===== src/rtl/motor_drive_pkg.sv =====
// Shared types and sizing helpers for the N-channel motor drive.
package motor_drive_pkg;

   typedef enum logic [1:0] {
      RUN   = 2'd0,
      DEAD1 = 2'd1,
      DEAD2 = 2'd2
   } dir_state_e;

   // Largest duty word; also one more than the last PWM count value.
   function automatic int pwm_max(input int w);
      return (1 << w) - 1;
   endfunction

   // Bits needed for a counter running 0..n-1, never less than one.
   function automatic int cnt_w(input int n);
      return (n <= 1) ? 1 : $clog2(n);
   endfunction

endpackage


===== src/rtl/motor_ch.sv =====
// One motor channel: duty latch, PWM counter, reversal dead-time FSM and hall edge counter.
module motor_ch
   import motor_drive_pkg::*;
#(
   parameter int PWM_W    = 8,
   parameter int DEADTIME = 1000,
   parameter int CNT_W    = 16
) (
   input  logic             clk,
   input  logic             resetn,
   input  logic             tick_i,
   input  logic             gate_end_i,
   input  logic [PWM_W-1:0] duty_i,
   input  logic             enable_i,
   input  logic             dir_req_i,
   input  logic             sa_i,
   output logic             en_o,
   output logic             dir_o,
   output dir_state_e       state_o,
   output logic [CNT_W-1:0] pulse_cnt_o
);

   localparam int DW = cnt_w(DEADTIME);
   localparam logic [PWM_W-1:0] PWM_LAST  = PWM_W'(pwm_max(PWM_W) - 1);
   localparam logic [DW-1:0]    DEAD_LOAD = DW'(DEADTIME - 1);
   localparam logic [CNT_W-1:0] CNT_SAT   = '1;

   logic [PWM_W-1:0] duty_q, pwm_cnt_q;
   dir_state_e       state_q, state_d;
   logic [DW-1:0]    dead_cnt_q, dead_cnt_d;
   logic             dir_q, dir_d;
   logic             en_q, en_d;
   logic [2:0]       sync_q;
   logic [CNT_W-1:0] edge_cnt_q, edge_inc, pulse_q;
   logic             pwm_raw, rise;

   always_comb begin
      state_d    = state_q;
      dead_cnt_d = dead_cnt_q;
      dir_d      = dir_q;
      case (state_q)
         RUN: begin
            if (dir_req_i != dir_q) begin
               state_d    = DEAD1;
               dead_cnt_d = DEAD_LOAD;
            end
         end
         DEAD1: begin
            if (dead_cnt_q == '0) begin
               dir_d      = dir_req_i;
               state_d    = DEAD2;
               dead_cnt_d = DEAD_LOAD;
            end else begin
               dead_cnt_d = dead_cnt_q - DW'(1);
            end
         end
         DEAD2: begin
            if (dead_cnt_q == '0) begin
               // A request that flipped again during dead time starts a fresh sequence.
               state_d    = (dir_req_i != dir_q) ? DEAD1 : RUN;
               dead_cnt_d = DEAD_LOAD;
            end else begin
               dead_cnt_d = dead_cnt_q - DW'(1);
            end
         end
         default: state_d = RUN;
      endcase
   end

   // Gating on the next state blanks the bridge on the same edge the FSM leaves RUN.
   assign pwm_raw  = (pwm_cnt_q < duty_q);
   assign en_d     = pwm_raw & enable_i & (state_d == RUN);
   assign rise     = sync_q[1] & ~sync_q[2];
   assign edge_inc = (rise && (edge_cnt_q != CNT_SAT)) ? edge_cnt_q + CNT_W'(1) : edge_cnt_q;

   always_ff @(posedge clk or negedge resetn) begin
      if (!resetn) begin
         duty_q     <= '0;
         pwm_cnt_q  <= '0;
         state_q    <= RUN;
         dead_cnt_q <= '0;
         dir_q      <= 1'b0;
         en_q       <= 1'b0;
         sync_q     <= '0;
         edge_cnt_q <= '0;
         pulse_q    <= '0;
      end else begin
         state_q    <= state_d;
         dead_cnt_q <= dead_cnt_d;
         dir_q      <= dir_d;
         en_q       <= en_d;
         sync_q     <= {sync_q[1:0], sa_i};
         if (tick_i) begin
            pwm_cnt_q <= (pwm_cnt_q == PWM_LAST) ? '0 : pwm_cnt_q + PWM_W'(1);
            if (pwm_cnt_q == '0) duty_q <= duty_i;
         end
         if (gate_end_i) begin
            pulse_q    <= edge_inc;
            edge_cnt_q <= '0;
         end else begin
            edge_cnt_q <= edge_inc;
         end
      end
   end

   assign en_o        = en_q;
   assign dir_o       = dir_q;
   assign state_o     = state_q;
   assign pulse_cnt_o = pulse_q;

endmodule


===== src/rtl/motor_drive_nch.sv =====
// N-channel PWM/direction/hall block; owns the shared PWM prescaler and speed gate timer.
module motor_drive_nch
   import motor_drive_pkg::*;
#(
   parameter int NUM_CH      = 2,
   parameter int PWM_W       = 8,
   parameter int PRESCALE    = 4,
   parameter int DEADTIME    = 1000,
   parameter int GATE_CYCLES = 10000000,
   parameter int CNT_W       = 16
) (
   input  logic                    clk,
   input  logic                    resetn,
   input  logic [NUM_CH*PWM_W-1:0] duty,
   input  logic [NUM_CH-1:0]       enable,
   input  logic [NUM_CH-1:0]       dir_req,
   input  logic [NUM_CH-1:0]       sa,
   output logic [NUM_CH-1:0]       en_o,
   output logic [NUM_CH-1:0]       dir_o,
   output logic [NUM_CH-1:0]       reversing,
   output logic [NUM_CH*CNT_W-1:0] pulse_cnt,
   output logic                    cnt_valid
);

   localparam int PW = cnt_w(PRESCALE);
   localparam int GW = cnt_w(GATE_CYCLES);
   localparam logic [PW-1:0] PRESC_LAST = PW'(PRESCALE - 1);
   localparam logic [GW-1:0] GATE_LAST  = GW'(GATE_CYCLES - 1);

   logic [PW-1:0] presc_q;
   logic [GW-1:0] gate_q;
   logic          cnt_valid_q;
   logic          tick, gate_end;
   dir_state_e    ch_state [NUM_CH];

   assign tick     = (presc_q == PRESC_LAST);
   assign gate_end = (gate_q == GATE_LAST);

   always_ff @(posedge clk or negedge resetn) begin
      if (!resetn) begin
         presc_q     <= '0;
         gate_q      <= '0;
         cnt_valid_q <= 1'b0;
      end else begin
         presc_q     <= tick ? '0 : presc_q + PW'(1);
         gate_q      <= gate_end ? '0 : gate_q + GW'(1);
         // Strobe lines up with the cycle the channels present their new counts.
         cnt_valid_q <= gate_end;
      end
   end

   assign cnt_valid = cnt_valid_q;

   for (genvar i = 0; i < NUM_CH; i++) begin : g_ch
      motor_ch #(
         .PWM_W    (PWM_W),
         .DEADTIME (DEADTIME),
         .CNT_W    (CNT_W)
      ) u_ch (
         .clk         (clk),
         .resetn      (resetn),
         .tick_i      (tick),
         .gate_end_i  (gate_end),
         .duty_i      (duty[i*PWM_W +: PWM_W]),
         .enable_i    (enable[i]),
         .dir_req_i   (dir_req[i]),
         .sa_i        (sa[i]),
         .en_o        (en_o[i]),
         .dir_o       (dir_o[i]),
         .state_o     (ch_state[i]),
         .pulse_cnt_o (pulse_cnt[i*CNT_W +: CNT_W])
      );
      assign reversing[i] = (ch_state[i] != RUN);
   end

endmodule


===== config.mk =====
export PLATFORM = sky130hd
export DESIGN_NAME = motor_drive_nch
export DESIGN_NICKNAME = d
export VERILOG_FILES = /design/src/rtl/motor_drive_pkg.sv /design/src/rtl/motor_ch.sv /design/src/rtl/motor_drive_nch.sv
export SDC_FILE = /design/constraint.sdc
export NUM_CORES = 1
export LEC_CHECK = 0
export BUFFER_PORTS_ARGS = -buffer_cell sky130_fd_sc_hd__buf_2
export CAP_MARGIN = 10
export CORE_ASPECT_RATIO = 0.75
export CORE_MARGIN = 2
export CORE_UTILIZATION = 54
export CTS_CLUSTER_DIAMETER = 200
export DETAILED_ROUTE_END_ITERATION = 6
export PLACE_DENSITY = 0.76
export SYNTH_ARGS = -nofsm -noshare
export SYNTH_HDL_FRONTEND = slang
export SYNTH_SLANG_ARGS = --single-unit
export TNS_END_PERCENT = 50

===== constraint.sdc =====
create_clock -name clk -period 2.2 [get_ports clk]
set_clock_uncertainty 0.1 [all_clocks]
set_input_delay 0.11 -clock clk [delete_from_list [all_inputs] [get_ports clk]]
set_output_delay 0.11 -clock clk [all_outputs]
set_load 0.01 [all_outputs]

## After elaboration in Yosys (flattened, before gate mapping)

Index checks and enable logic that the tools add are counted.

- Register bits: 157
- Input port bits: 24
- Output and inout bits: 39
- Logic and storage cells: 99

- Add/subtract/negate cells: 8
- $lt $le $gt $ge: 2
- Eq/ne operators: 14
- Multiplexer cells: 24
- Bitwise operators: 8
- Reductions and logical operators: 22

Operator list:

| operator | count |
|---|---|
| $mux W16 | 4 |
| $mux W10 | 4 |
| $pmux W10 S2 | 2 |
| $add A16 B1 Y16 const B | 2 |
| $ne A16 B16 Y1 const B | 2 |
| $add A24 B1 Y24 const B | 1 |
| $eq A24 B24 Y1 const B | 1 |
| $mux W24 | 1 |
| $logic_not A10 Y1 | 2 |
| $sub A10 B1 Y10 const B | 2 |
| $add A8 B1 Y8 const B | 2 |
| $eq A8 B8 Y1 const B | 2 |
| $logic_not A8 Y1 | 2 |
| $lt A8 B8 Y1 | 2 |
| $mux W8 | 2 |
| $mux W2 | 7 |
| $pmux W2 S3 | 2 |
| $reduce_and A2 Y1 | 6 |
| $logic_not A2 Y1 | 4 |
| $reduce_bool A2 Y1 | 4 |
| $and A1 B1 Y1 | 6 |
| $eq A2 B2 Y1 const B | 3 |
| $eq A2 B1 Y1 const B | 2 |
| $ne A2 B1 Y1 const B | 2 |
| other kinds (6) | 11 |

## Depth between registers and ports, before layout

- Word-level depth: 6
- Mapped depth: 8
- Gate-level depth less buffers: 7

## Hierarchy

From an unflattened synthesis, not the netlist that was laid out.

- Cell total of the unflattened synthesis: 738
- Area total of the unflattened synthesis: 7753.7 um2

By module, submodules not included:

| module | instances | cells each | area each (um2) | seq. area each (um2) |
|---|---|---|---|---|
| motor_ch at g_ch[1].u_ch | 1 | 311 | 3238.1 | 1626.6 |
| motor_ch at g_ch[0].u_ch | 1 | 305 | 3203.1 | 1626.6 |
| motor_drive_nch | 1 | 122 | 1312.5 | 675.6 |

## Least setup slack after synthesis

OpenSTA, ideal clock, no wires.

- Path kind: register -> register
- Start: register g_ch[1].u_ch.dead_cnt_q[0]
- End: register g_ch[1].u_ch.en_q
- Setup time: 0.135 ns
- Arrival: 2.061 ns
- Data required time: 1.965 ns
- Path slack: -0.096 ns
- Stages on the path, launching flop included: 8
- Buffers on the path: 0
- Period minus slack after synthesis: 2.296 ns
- Cell sequence: dfrtp_1 > inv_1 > ha_1 > or4b_4 > nor3_2 > mux2_2 > a221oi_1 > nor3_2

- Longest elaborated chain between the ends: 5
- Elaborated cells between the ends (all ways): 6
- Classes of those cells: mux: 3; bitwise: 1; reduce/logical: 2

Ends and longest elaborated chain:

| item | line | source |
|---|---|---|
| start: declaration | motor_ch.sv:30 | `logic [DW-1:0] dead_cnt_q, dead_cnt_d;` |
| start signal: assignment | motor_ch.sv:89 | `dead_cnt_q <= dead_cnt_d;` |
| $logic_not A10 Y1 * | motor_ch.sv:49, motor_ch.sv:58 |  |
| $mux W2, on equally long branches | motor_ch.sv:58, motor_ch.sv:49 |  |
| $pmux W2 S3 * | motor_ch.sv:41 | `case (state_q)` |
| via g_ch[1].u_ch.state_d[0] | motor_ch.sv:29 | `dir_state_e state_q, state_d;` |
| $logic_not A2 Y1 * | motor_ch.sv:72 | `assign en_d = pwm_raw & enable_i & (state_d == RUN);` |
| $and A1 B1 Y1 * | motor_ch.sv:72 |  |
| via g_ch[1].u_ch.en_d | motor_ch.sv:32 | `logic en_q, en_d;` |
| end signal: assignment | motor_ch.sv:91 | `en_q <= en_d;` |
| end: declaration | motor_ch.sv:32 |  |

Mark *: on every way through the listed nets, which the timed path passes. The rest lies on a longest branch.
A chain may end at the register's enable or synchronous reset.

## Worst setup path in the final report

- Start: register g_ch[1].u_ch.dead_cnt_q[0]
- End: register g_ch[1].u_ch.dead_cnt_q[1]

- Longest elaborated chain between the ends: 3
- Elaborated cells between the ends (all ways): 4
- Classes of those cells: add/sub: 1; mux: 2; reduce/logical: 1

Ends and longest elaborated chain:

| item | line |
|---|---|
| $sub A10 B1 Y10 / $logic_not A10 Y1 (equally long branches) | -- |
| $mux W10 * | motor_ch.sv:49, motor_ch.sv:58 |
| $pmux W10 S2 * | motor_ch.sv:41 |

Mark *: on every way between the ends. The rest lies on a longest branch, timed or not.

==> qor.txt <==
outcome = finished, final reports clean
CP delay by family, top = simple AND/OR/NAND/NOR gates
CP cell instances = inv_2 -> ha_4 -> or4b_4 -> or3_1 -> a31oi_1 -> o221a_1
chip width = 141 um
# DRC = 0
CP max stage delay = 0.50 ns
drt wl/cell = 16.3 um
RSZ-0062 raised after global routing = yes
Worst-path clk slew = 0.06 ns
CTS Sinks = 157
first-pass GRT wire length = 28900 um
Detail Route Antenna Nets = 0
Final WS setup = 0.0181 ns
Slew Limit Fails = 0
RD Place Congestion = 0.913
Tot GR Track Use = 0.241
Antenna Diode Count = 0
DP Worst Slack = -0.0916 ns
Fin Hold WS = 0.105 ns
Final Hold Viols = 0
reg-to-reg critical path startpoint = g_ch[1].u_ch.dead_cnt_q[0]
final setup violation count = 0
Static Leakage = 4.25 nW
CTS max path bufs = 2
Clk Latency, worst-skew pair = 0.43 ns
met3 Resource Use GR = 0.0567
routed vias = 6059
largest net degree at the start of global routing = 55
Core Util, Final = 0.666
Vias/cell = 5.74
crit path capture type = flip-flop
syn avg cell area = 10.1 sq um
Data arrival, critical path = 2.45 ns
Worst Max-Slew Pin Slew = 0.655 ns
Final min period = 2.18 ns
core area = 13800 sq um
Syn Inst Count = 760
Crit Path Max Fanout = 6
met1 Usage GRT = 0.311
Max-slew headroom = 0.563
Worst setup startpoint = g_ch[1].u_ch.dead_cnt_q[0]
Layout Nets = 926
flops & latches, synth = 157
final wirelength = 17200 um
share of layout cells above drive strength 1 = 0.179
CTS tree = done
initial antenna violation count = 0
I/O Buffers = 62
Die Ht = 107 um
vias in the first global route = 6048
Startpoint Class = flip-flop
Cell Area, Synth = 7650 sq um
io pins = 63
peak supply drop = 0.000521 V
Tcrit/Tclk final = 0.992
Synthesis Warnings = 0
Seq/Total Area, Yosys = 0.513
Yosys cell types = 55
row cnt = 37
Power Total = 7.24 mW
fillcell total = 1056
H-tree depth = 4
Fmax = 458 MHz
HPWL after DPL = 11700 um
prevailing post-synth register cell = dfrtp_1
Setup TNS = 0 ns
ys async rst share = 1.00
Crit path buffers/inverters = 1
Initial Utilization = 0.555
Max Cap Violations = 0
Root Buffer = clkbuf_16
Num CTS Buffers = 17
Power Density = 788 nW/um^2
slowest CP cell = or4b_4
EDFF count, synth = 0
worst setup path class = flip-flop to flip-flop
busiest grt layer = met2
CP Data Required Time = 2.47 ns
Area Overhead vs Synth = 20.1%
first-pass detailed-route iteration total = 5
HP Class = input pin to asynchronous set/reset pin
met2 GRT Util = 0.392
grt total ovfl = 0
Die ar. = 15100 sq um
syn_nets = 818
initial drt markers = 521
==> sequential cells by signal, indices dropped and copies added, names as in the netlist <==
signal and count:
cnt_valid 1, g_ch.u_ch.dead_cnt_q 20, g_ch.u_ch.dir_o 2, g_ch.u_ch.duty_q 16, g_ch.u_ch.edge_cnt_q 32, g_ch.u_ch.en_o 2
g_ch.u_ch.pulse_cnt_o 32, g_ch.u_ch.pwm_cnt_q 16, g_ch.u_ch.state_o 4, g_ch.u_ch.sync_q 6, gate_q 24, presc_q 2
==> synthesized netlist by cell type, types with 19 or more instances <==
cell type / number / area, sq um
mux2_2: 19 / 214
xnor2_1: 38 / 333
ha_1: 34 / 425
dfrtp_1: 157 / 3930
o21ai_0: 21 / 105
nand3_1: 33 / 165
nor2_1: 89 / 334
nand4_1: 27 / 169
inv_1: 33 / 124
xor2_1: 30 / 263
a21oi_1: 19 / 95.1
nand2_1: 81 / 304
o21ai_1: 32 / 160
==> path summary, 6_finish.rpt <==
path                       slack [ns]  cells past startpoint                         end
max                              0.02                      6  g_ch[1].u_ch.dead_cnt_q[1]
max in group asynchronous        1.14                      3      g_ch[1].u_ch.duty_q[3]
min reg2reg                      0.25                      0      g_ch[0].u_ch.sync_q[1]
min                              0.10                      2  g_ch[1].u_ch.dead_cnt_q[6]
max reg2reg                      0.02                      6  g_ch[1].u_ch.dead_cnt_q[1]
min in group clk                 0.22                      2      g_ch[1].u_ch.sync_q[0]
==> cell type report <==
cell class | instances | area [sq um] | area share
inverter | 34 | 128 | 0.0139
multi-input combinational | 546 | 3540 | 0.385
timing repair buffer | 112 | 774 | 0.0843
sequential | 157 | 3930 | 0.428
clock inverter | 14 | 160 | 0.0174
tap | 175 | 219 | 0.0238
clock buffer | 18 | 439 | 0.0478
==> metal layers <==
| metal | vias up | wire length (um) |
|---|---|---|
| met5 | - | 0 |
| li1 | 2870 | - |
| met3 | 43 | 916 |
| met1 | 2958 | 7640 |
| met4 | 0 | 380 |
| met2 | 188 | 8270 |
==> power breakdown <==
group | switching (mW) | internal [mW] | leakage (nW)
clock | 1.25 | 1.72 | 0.286
sequential | 0.180 | 3.06 | 2.01
combinational | 0.574 | 0.454 | 1.96
total | 2.00 | 5.24 | 4.25
==> per-stage QoR <==
step | instance area (sq um) | cells
final | 9190 | 1056
after global routing | 9190 | 1056
after CTS | 9150 | 1054
after detailed placement | 8300 | 998
after global placement | 8300 | 998
after floorplan | 7680 | 760
==> layout by cell type, fill, tap and decap left out, types with 30 or more instances in the layout <==
master,instances
inv_1,32
nand2_1,81
buf_2,61
ha_1,33
dfrtp_1,157
o21ai_1,32
xor2_1,30
nor2_1,89
nand3_1,33
xnor2_1,38
==> what timing repair did <==
item | in CTS | in global routing
pin swaps | 2 | 0
hold buffers | 23 | 0
setup endpoints to repair | 2 | 24
gates resized for setup | 1 | 4
buffers inserted | 1 | 2
hold endpoints to repair | 127 | 0
==> cells by family after synthesis <==
logic type	Yosys count	share of synthesized area
adder cells (fa/ha/maj)	34	0.0556
AND/OR/NAND/NOR	316	0.207
AO/OA/AOI/OAI	106	0.0824
multiplexers	22	0.0319
buffers and inverters	57	0.0319
flip-flops	157	0.513
XOR/XNOR	68	0.0778
(Power assumes the default switching activity.)
